<file path="src/rtl/fifo_rd_serializer.sv">
// Purpose: pops 128-bit words from a synchronous FIFO and emits them as narrow beats, LSB first.
// Latency: rden one cycle after an eligible IDLE cycle; beat 0 valid three cycles after it.
// Backpressure: i_ready low freezes the current beat (data/last/valid held); no new read until the word drains.
module fifo_rd_serializer #(
   parameter int DATA_WIDTH = 128,
   parameter int OUT_WIDTH  = 32,
   parameter int CNT_WIDTH  = 16
) (
   input  logic                  clk,
   input  logic                  rstn,
   input  logic                  i_en,
   input  logic                  i_fifo_empty,
   output logic                  o_fifo_rden,
   input  logic [DATA_WIDTH-1:0] i_fifo_rddata,
   output logic [OUT_WIDTH-1:0]  o_data,
   output logic                  o_valid,
   input  logic                  i_ready,
   output logic                  o_last,
   output logic                  o_busy,
   output logic [CNT_WIDTH-1:0]  o_word_cnt
);

   localparam int BEATS = DATA_WIDTH / OUT_WIDTH;
   localparam int IDX_W = (BEATS > 1) ? $clog2(BEATS) : 1;
   localparam logic [IDX_W-1:0] LAST_IDX = IDX_W'(BEATS - 1);

   // Reject geometries where a word does not split into at least two whole beats.
   if ((DATA_WIDTH % OUT_WIDTH) != 0 || BEATS < 2) begin : g_bad_geometry
      $error("fifo_rd_serializer: DATA_WIDTH must be a multiple of OUT_WIDTH with at least 2 beats");
   end

   typedef enum logic [1:0] {
      IDLE = 2'd0,
      RD   = 2'd1,
      CAP  = 2'd2,
      SEND = 2'd3
   } state_t;

   state_t                state_q;
   state_t                state_d;
   logic [DATA_WIDTH-1:0] shreg_q;
   logic [IDX_W-1:0]      idx_q;
   logic [CNT_WIDTH-1:0]  cnt_q;
   logic                  beat_hs;
   logic                  last_hs;

   // All outputs are decoded from registers only; i_ready never reaches o_valid/o_data.
   assign o_valid     = (state_q == SEND);
   assign o_fifo_rden = (state_q == RD);
   assign o_busy      = (state_q != IDLE);
   assign o_last      = o_valid && (idx_q == LAST_IDX);
   assign o_data      = shreg_q[OUT_WIDTH-1:0];
   assign o_word_cnt  = cnt_q;

   assign beat_hs = o_valid && i_ready;
   assign last_hs = beat_hs && (idx_q == LAST_IDX);

   // State register; reset abandons any word in flight.
   always_ff @(posedge clk) begin
      if (rstn) begin
         state_q <= IDLE;
      end else begin
         state_q <= state_d;
      end
   end

   // Next-state decode: only the IDLE exit is gated by i_en and the empty flag.
   always_comb begin
      state_d = state_q;
      case (state_q)
         IDLE: begin
            if (i_en && !i_fifo_empty) begin
               state_d = RD;
            end
         end
         RD: begin
            // Read data arrives one cycle after rden; empty is ignored here.
            state_d = CAP;
         end
         CAP: begin
            state_d = SEND;
         end
         SEND: begin
            if (last_hs) begin
               state_d = IDLE;
            end
         end
         default: begin
            state_d = IDLE;
         end
      endcase
   end

   // Word capture and LSB-first shifting; index tracks which beat is on the bus.
   always_ff @(posedge clk) begin
      if (rstn) begin
         shreg_q <= '0;
         idx_q   <= '0;
      end else if (state_q == CAP) begin
         shreg_q <= i_fifo_rddata;
         idx_q   <= '0;
      end else if (beat_hs) begin
         shreg_q <= shreg_q >> OUT_WIDTH;
         if (!last_hs) begin
            idx_q <= idx_q + IDX_W'(1);
         end
      end
   end

   // Drained-word counter bumps on the edge that accepts a word's final beat; wraps naturally.
   always_ff @(posedge clk) begin
      if (rstn) begin
         cnt_q <= '0;
      end else if (last_hs) begin
         cnt_q <= cnt_q + CNT_WIDTH'(1);
      end
   end

endmodule

</file>
<file path="config.mk">
export PLATFORM = sky130hd
export DESIGN_NAME = fifo_rd_serializer
export DESIGN_NICKNAME = d
export VERILOG_FILES = /design/src/rtl/fifo_rd_serializer.sv
export SDC_FILE = /design/constraint.sdc
export NUM_CORES = 1
export LEC_CHECK = 0
export CORE_ASPECT_RATIO = 0.9
export CORE_UTILIZATION = 45
export CTS_BUF_LIST = sky130_fd_sc_hd__clkbuf_4 sky130_fd_sc_hd__clkbuf_8
export DETAILED_ROUTE_END_ITERATION = 16
export PLACE_DENSITY_LB_ADDON = 0.3
export SETUP_SLACK_MARGIN = 0.4
export SLEW_MARGIN = 20
export SYNTH_ARGS = -nofsm -noshare
export SYNTH_HDL_FRONTEND = slang
export SYNTH_SLANG_ARGS = --single-unit
</file>
<file path="constraint.sdc">
create_clock -name clk -period 1.7 [get_ports clk]
set_input_delay 0.425 -clock clk [delete_from_list [all_inputs] [get_ports clk]]
set_output_delay 0.425 -clock clk [all_outputs]
set_load 0.02 [all_outputs]
</file>
# Yosys cells after proc, flatten, opt, wreduce, memory -nomap -nowiden

Index checks and enable logic that the tools add are counted.

Bits in registers: 148
Input port bits: 133
Output and inout bits: 52

Muxes and demuxes: 5
Equality and inequality tests: 6
Bitwise operators: 1
Reductions and logical operators: 11
$add $sub $neg: 2

Operators with widths:

| operator                                                         | number |
|---|---|
| 128-bit 2-to-1 mux                                               | 2 |
| 16-bit by 1-bit adder with 16-bit output (second input constant) | 1 |
| 2-bit one-hot mux with 4 select lines                            | 1 |
| 2-bit == test (second input constant)                            | 3 |
| 1-bit logical AND                                                | 4 |
| 2-bit 2-to-1 mux                                                 | 2 |
| 2-bit AND reduction                                              | 2 |
| 2-bit nonzero test                                               | 2 |
| 2-bit by 1-bit adder with 2-bit output (second input constant)   | 1 |
| 2-bit by 1-bit == test with 1-bit output (second input constant) | 1 |
| 2-bit logical NOT                                                | 1 |
| 2-bit by 1-bit != test with 1-bit output (second input constant) | 1 |
| 2-bit != test (second input constant)                            | 1 |
| 2-bit OR reduction                                               | 1 |
| 1-bit logical NOT                                                | 1 |
| 1-bit inverter                                                   | 1 |

# Logic depth before layout (Yosys ltp)

Gate-level depths: netlist of run 1.

Depth in word-level cells: 5
Gate-level depth with buffers: 7
Mapped depth without buffers: 5

# Worst setup path before layout of run 1

OpenSTA, ideal clock, no wires.

Path type: reg2reg
From: register state_q[0]
To: register cnt_q[15], in the netlist o_word_cnt[15]
Cell stages (with the launch flop): 6
Arrival time: 1,775 ps
Data required time: 1,579 ps
Path buffers: 0
Period minus slack after synthesis: 1,896 ps
Path slack: -196 ps
Cells stage by stage: dfxtp_1 > ha_1 > nand3_2 > nor4_4 > nor3b_2 > mux2_2

Word-level cells in the longest chain between the ends: 3

RTL lines:

| item                   | line | source |
|---|---|---|
| start, declared        | 39   | `state_t state_q;` |
| start signal, assigned | 63   | `state_q <= state_d;` |
| 2-bit == test          | 48   | `assign o_valid = (state_q == SEND);` |
| via o_valid            | 16   | `output logic o_valid,` |
| 1-bit logical AND      | 55   | `assign beat_hs = o_valid && i_ready;` |
| 1-bit logical AND      | 56   | `assign last_hs = beat_hs && (idx_q == LAST_IDX);` |
| end signal, assigned   | 115  | `cnt_q <= cnt_q + CNT_WIDTH'(1);` |
| end, declared          | 43   | `logic [CNT_WIDTH-1:0] cnt_q;` |

The timed path passes the listed nets, and every way through them passes these cells.
A chain may end at the register's enable or synchronous reset.

# Worst setup path after layout of run 1

From: register state_q[0]
To: register shreg_q[10]

Word-level cells in the longest chain between the ends: 3
Elaborated cells between the ends (all ways): 5

RTL lines:

| item                         | line | source |
|---|---|---|
| 2-bit == test                | 48   |  |
| 1-bit logical AND            | 55   |  |
| 2-bit nonzero test (no line) | -    |  |
| end signal, assigned         | 100  | `shreg_q <= i_fifo_rddata;` |
| end signal, assigned         | 103  | `shreg_q <= shreg_q >> OUT_WIDTH;` |
| end, declared                | 41   | `logic [DATA_WIDTH-1:0] shreg_q;` |

Parallel ways exist; a longest one is shown, timed or not.

==> results of run 1 <==
## worst max path at each step
stage,startpoint,endpoint,cells past startpoint
3_5_place_dp,i_ready,o_word_cnt[15],5
2_1_floorplan,state_q[1],o_word_cnt[15],5
3_3_place_gp,i_ready,o_word_cnt[11],6
6_report,state_q[0],shreg_q[10],8
4_1_cts,state_q[0],o_last,3
5_1_grt,state_q[0],shreg_q[26],8
## metrics by stage
| stage | cells | instance area [µm²] | total power, mW |
|---|---|---|---|
| floorplan | 701 | 7080 | 7.48 |
| global placement | 1025 | 8900 | 8.36 |
| detailed placement | 1025 | 8900 | 8.53 |
| CTS | 1108 | 10500 | 13.0 |
| global route | 1151 | 11500 | 14.9 |
| finish | 1151 | 11500 | 14.2 |
## power breakdown
part	internal [mW]	switching, mW
clock	1.29	1.34
combinational	4.17	2.87
sequential	4.15	0.429
total	9.60	4.64
## timing repair
item / CTS / global route
pin swaps: 22 / 34
gates cloned: 21 / 15
setup endpoints to repair: 197 / 200
resized for setup: 438 / 105
setup buffers: 30 / 27
## logic make-up after synthesis
family	Yosys count
DFF	148
muxes	198
and+or+nand+nor	210
AOI/OAI and AO/OA	44
xor gates and xnor gates	8
adders and majority gates	7
buffers and inverters	86
## state kept, by name, summed over array words and instances (netlist names)
| name | flops |
|---|---|
| shreg_q | 128 |
| o_word_cnt | 16 |
| idx_q | 2 |
| state_q | 2 |
## critical path: cells and delay by family, from the launching register on
family,cells,cell delay (ns)
fa+ha+maj,1,0.19
flops,1,0.37
buf+inv,3,0.43
mux,2,0.57
simple gates,2,0.16
## metal layers
metal  vias up  global-route usage  share of wire
li1       2864                   -              -
met1      3004               0.320           0.42
met2       207               0.449           0.51
met3        40              0.0524          0.045
met4         2               0.106          0.026
met5         -                   0        0.00072
## cell usage after synthesis (all sizes together)
| library cell | n |
|---|---|
| dfxtp | 148 |
| nor2 | 112 |
| mux2 | 99 |
| mux2i | 99 |
| buf | 58 |
| a21oi | 37 |
| nand2 | 36 |
| nand3b | 32 |
| clkbuf | 23 |
| ha | 7 |
| nand3 | 6 |
| inv | 5 |
| nand4 | 4 |
| nor3 | 4 |
| o21ai | 4 |
| or3 | 4 |
| xnor2 | 4 |
| xor2 | 4 |
| and4 | 3 |
| nor2b | 3 |
| nand2b | 2 |
| a211oi | 1 |
| a22oi | 1 |
| a31o | 1 |
| and2 | 1 |
| and3 | 1 |
| nor3b | 1 |
| nor4 | 1 |
## layout by cell type, fill, tap and decap left out, types with 23 or more instances in the layout
master and count:
dfxtp_2 38, dfxtp_1 97, buf_6 68, buf_4 41
nor2_1 110, mux2i_1 91, clkdlybuf4s50_1 130, mux2_4 43
mux2_2 56, nand3b_1 32, buf_16 23
## final cells by class
cell class / count / area, µm² / area share
Multi-Input combinational cell: 468 / 4040 / 0.350
Timing Repair Buffer: 299 / 3790 / 0.328
Sequential cell: 148 / 3060 / 0.265
Clock buffer: 23 / 292 / 0.0253
Tap cell: 198 / 248 / 0.0215
Clock inverter: 9 / 78.8 / 0.00683
Inverter: 5 / 33.8 / 0.00293
Antenna cell: 1 / 2.50 / 0.000217
==> results.txt, run 1 <==
The flow ran to the end, but the final reports show violations. The final reports fail on setup timing. At the end of routability-driven placement, the weighted congestion stood at 0.774. In the routed layout, each cell is associated on average with a via count of 5.31. The setup clock skew after layout is 0.0128 ns. STA classifies the critical path endpoint as a flip-flop. The initial core utilization is 0.466, and the average instance area after synthesis is 9.90 µm². The top-area cell type share of the netlist area is 0.427, and the count of maximum capacitance violations is 0.

Data on the critical path is required at its endpoint by 2.03 ns. Counting instances, the worst hold path has a depth of 2. The critical path's largest stage delay is 0.37 ns. The tools report the beginning of the worst register-to-register path as state_q[0].

In this run, post-CTS hold repair placed 0 buffers. For the area of the core region, the log shows 14900 µm². TritonCTS built the clock tree.

The number of port buffers was 184; the horizontal die dimension was 133 µm. The routed layout has 6117 vias. The adder and majority cell fraction of the synthesized area is 0.0126.

Setup repair after global routing could not meet its margin everywhere. The simple-gate share of the synthesized area is 0.146. The type of the worst min-delay path is in -> reg. OpenSTA, run right after detailed placement, puts the worst setup slack at -0.470 ns. The maximum ir drop on the vdd rail came out at 1200 µV. The tools report the fraction of the core area covered by cells at the end of the flow as 0.776. Fill cell total of the finished layout: 879. The run gives -0.138 ns as the worst setup margin. The total congestion overflow is 0, and the HPWL after detailed placement is 10800 µm. In this run the critical register-to-register path is captured at shreg_q[10].

The logs give 64 for the count of endpoints failing setup in the final report and 0.544 GHz for the maximum operating frequency. For this run, design rule violations remaining after detail routing come to 0. The post-synthesis xor/xnor area fraction is 0.0101, and the leakage power is 4.77 nW.

The die covers 15900 µm². The layout cell share with drive strength beyond 1 was 0.434; the area added between synthesis and finish was 66.4%. The overall global routing resource usage came out at 0.262. For hold timing, the worst endpoint is o_word_cnt[1].

The compound-cell area share of the yosys netlist was 0.0330; the smallest hold slack was 0.341 ns. The total nets after synthesis was 841; the number of distinct library cells after synthesis was 32. The logs give 17 for the number of clock buffers inserted by TritonCTS and -2.65 ns for the setup TNS. The first detailed-routing pass took 4 iterations. The worst setup path is launched from a flip-flop. The share of synthesized area spent on multiplexers is 0.304, and the number of cells on the worst reg-to-reg path is 8.

The tools report the hold path startpoint as rstn. The number of nets at the end of the flow was 1079; the maximum fanout count along the critical path was 5. The portion of the post-synthesis area used by sequential elements came out at 0.427.

The critical path goes through ha_4 -> buf_8 -> nand2_8 -> buf_12 -> clkbuf_16 -> mux2_2 -> mux2i_1 -> nor2_1. The via count of the first global-routing pass is 6108. The logs give 2.17 ns for the data arrival at the endpoint of the critical path and 4 for the number of H-tree branching levels.

Measured along the y axis, the die boundary spans 120 µm. The detailed router's first-iteration violation count is 373. The leading area contributor after synthesis was dfxtp_1.

At the pin with the least slew margin, the transition time is 0.599 ns. The number of warnings reported in the yosys synthesis log was 0; the number of pins with negative max-slew slack in the final report was 0. The count of nets left with antenna violations after detail routing is 0, and the maximum count of clock buffers along a single path is 2. The setup check on the worst reg-to-reg path leaves a slack of -0.14 ns. The logs give 2 for the initial antenna violation count and 185 for the top-level I/O count. Pin count of the biggest net entering global routing: 68. The global-route wire length before repair is 32300 µm. Count of mapped cells out of synthesis: 701. After clock tree synthesis, the clock-pin slew on the worst setup and hold paths is 0.09 ns.

The power per cell area was 1230 nW/µm². Critical-path cell with the highest stage delay: dfxtp_4. In this run, synthesis produced a sequential element count of 148. The tools report the headroom to the max-slew limit as 0.600. Clock latency on the worst-skew pair, taken at its later pin, is 0.45 ns. Yosys attributes the largest share of cell area to dfxtp_1, mux2_2, mux2i_1, nor2_1, buf_4. Total number of placement rows: 42. The combinational family with the most area after synthesis is multiplexers. The setup path with the least slack is of type reg -> reg. After synthesis the cells add up to 6940 µm². The root buffer cell chosen for the clock tree is clkbuf_8.

Post-route fraction of the period consumed by the critical path: 1.08. The post-layout minimum cycle time is 1.84 ns. For the clock net sink count, the log shows 148. The routed design has 23700 µm of wire.

In the final routed layout, each cell accounts on average for 20.6 µm. For the count of final hold-check violations, the log shows 0.
Power figures use the tool's default switching activity.
==> run 2: changes to the inputs <==
--- a/config.mk
+++ b/config.mk
@@ -6,10 +6,10 @@
 export NUM_CORES = 1
 export LEC_CHECK = 0
 export CORE_ASPECT_RATIO = 0.9
-export CORE_UTILIZATION = 45
+export CORE_UTILIZATION = 46
 export CTS_BUF_LIST = sky130_fd_sc_hd__clkbuf_4 sky130_fd_sc_hd__clkbuf_8
 export DETAILED_ROUTE_END_ITERATION = 16
-export PLACE_DENSITY_LB_ADDON = 0.3
+export PLACE_DENSITY = 0.76
 export SETUP_SLACK_MARGIN = 0.4
 export SLEW_MARGIN = 20
 export SYNTH_ARGS = -nofsm -noshare
==> constraint.sdc (replaced) <==
create_clock -name clk -period 2.35 [get_ports clk]
set_input_delay 0.5875 -clock clk [delete_from_list [all_inputs] [get_ports clk]]
set_output_delay 0.5875 -clock clk [all_outputs]
set_load 0.02 [all_outputs]
==> results.txt, run 2 (synthesis gave the netlist of run 1 again) <==
In this run the worst hold path is classified as reg -> reg. For this design the ratio of total power to cell area is 870 nW/µm². The run gives 0 as the initial antenna violation count.

In this design, the stage delay of the slowest critical-path cell is 0.40 ns. The floorplan has 42 rows. Count of nets left with antenna violations after detail routing: 0. The die covers 15600 µm².

The critical-path cell with the highest stage delay is dfxtp_1. The global-route wire length before repair was 25800 µm; the final antenna diode count was 0. The logs give 0 for the hold buffer count at cts and 470 µV for the maximum ir drop on the vdd rail.

The run gives 0.520 GHz as the maximum operating frequency. Setup slack closes at 0.428 ns. Summed over all failing endpoints, the final setup total negative slack is 0 ns.

Horizontal die dimension: 131 µm. Traced cell by cell, the critical path runs through ha_4 -> and2_1 -> clkbuf_2. On the critical path the largest part of the delay comes from flip-flops. Timing analysis after detailed placement gives a worst setup slack of 0.0822 ns. TritonCTS built the clock tree. The worst setup path is captured at an output port. Layout cell share with drive strength beyond 1: 0.194. Once layout is done, the placed cells without fillers occupy 9140 µm². Counting flops per register, the top entry is shreg_q. The count of final hold-check violations came out at 0. The number of pins with negative max-slew slack in the final report was 0. Once placement finished, the instance area stood at 8790 µm².

In this run the number of H-tree levels came out at 4. At the end of the flow, the number of nets in the layout was 976. For the remaining design rule violation count, the log shows 0. Using the TritonRoute via totals, the vias-per-cell ratio works out to 5.02. The flow ran to the end, and the final reports show no timing, DRC or antenna violations. From synthesis to final layout, the design area changed by 31.7%. The tools report the library cell used as clock root buffer as clkbuf_8.

The detailed router placed 5261 vias in this run. The maximum fanout count along the critical path is 5, and the overall global routing resource usage is 0.208. For this run the aggregate overflow at the end of global routing stands at 0.

The tools report the count of maximum capacitance violations as 0. The wire length reported by the detailed router is 15800 µm, and the post-layout minimum cycle time is 1.92 ns. The run gives 63 as the pin count of the biggest net entering global routing.

STA puts the critical path data required time at 1.76 ns. The length of the first detailed-routing pass in iterations is 4, and the clock transition at the registers of the reported paths is 0.08 ns. The congestion estimate from routability-driven global placement came to 0.784.

Input and output buffers added on the ports amount to 184. In the final routed layout, each cell accounts on average for 15.1 µm. By startpoint and endpoint, the worst setup path is classified as reg -> out. For the final database, setup skew stands at 0.00865 ns. Fill cells in the final layout number 1233. Launching element type of the critical path: a flip-flop. Data arrives at the worst endpoint at 1.33 ns. The maximum count of clock buffers along a single path is 2, and the smallest hold slack is 0.487 ns.

Leaving out fill and tap cells, the most frequent cell in the layout is dfxtp_1. For the detailed router's first-iteration violation count, the log shows 256. For the count of buffers added by post-CTS timing repair for setup, the log shows 0.

The logs give 148 for the clock net sink count and 3.67 nW for the leakage power. The via count of the first global-routing pass was 5314. The top cell types in the final layout, fill and taps aside, are dfxtp_1, clkdlybuf4s50_1, nor2_1, mux2_2, mux2i_1.

Setup repair after global routing could not meet its margin everywhere. For the headroom to the max-slew limit, the log shows 0.630. For the pin with the worst max-slew slack, the measured transition is 0.554 ns.

Initial core utilization: 0.471. 185 I/O pins were placed. The combined buffer and inverter count along the critical path was 1; the HPWL after detailed placement was 10800 µm. The floorplan step set the die height to 118 µm. Setup violations remaining at the end of the flow were counted as 0.

The area of the core region was 14700 µm²; the source-to-sink clock delay at the later pin of the worst-skew pair was 0.44 ns. Number of flip-flops in the largest register: 128. The post-route fraction of the period consumed by the critical path is 0.818, and the number of clock buffers inserted by TritonCTS is 17.
-- run 2: cell count changes in the layout (fill, tap and decap cells not counted), moves of 35 or more --
| cell | before | now |
|---|---|---|
| buf_4 | 41 | 6 |
| buf_6 | 68 | 0 |
| dfxtp_1 | 97 | 144 |
| dfxtp_2 | 38 | 3 |
| dlygate4sd2_1 | 1 | 48 |
| mux2_2 | 56 | 99 |
| mux2_4 | 43 | 0 |
-- run 2: final timing paths --
check	from	endpoint	slack, ns	cells past startpoint
min reg2reg	shreg_q[108]	shreg_q[108]	0.49	2
max reg2reg	state_q[1]	shreg_q[51]	0.53	7
min	shreg_q[108]	shreg_q[108]	0.49	2
max	idx_q[0]	o_last	0.43	3
-- run 2: layout make-up --
type                    instances  area, µm²  area share
flip-flops and latches        148       2970       0.325
multi-input cells             467       3540       0.388
clock buffers                  23        298      0.0326
clock inverters                 9        103      0.0112
inverters                       5       18.8     0.00205
well taps                     198        248      0.0271
repair buffers                197       1960       0.214
-- run 2: tightest hold or removal path, cell delays in order, from the launching register on --
cell and delay (ns):
dfxtp_1 0.31, nand3b_1 0.07, a21oi_1 0.06
-- run 2: power by group --
part | total [mW] | internal, mW | switching (mW)
combinational | 2.73 | 1.42 | 1.31
sequential | 3.22 | 2.98 | 0.241
clock | 1.99 | 1.06 | 0.938
-- run 2: layer usage --
| metal | track usage | share of wire | vias to the layer above |
|---|---|---|---|
| met5 | 0 | 0 | - |
| met4 | 0.0792 | 0.020 | 0 |
| met3 | 0.0583 | 0.052 | 23 |
| met2 | 0.329 | 0.46 | 134 |
| met1 | 0.267 | 0.47 | 2465 |
| li1 | - | - | 2639 |
-- run 2: repair_timing --
action	in CTS	in global routing
setup endpoints to repair	52	5
pin swaps	0	1
resized for setup	65	9
endpoints found under the hold margin	0	0
-- run 2: stage by stage --
step           utilization  std cells  total power [mW]
2_1_floorplan            -        701              5.33
3_3_place_gp         0.597       1015              5.98
3_5_place_dp         0.597       1015              6.11
4_1_cts              0.620       1047              8.02
5_1_grt              0.621       1047              8.41
6_report             0.621       1047              7.95
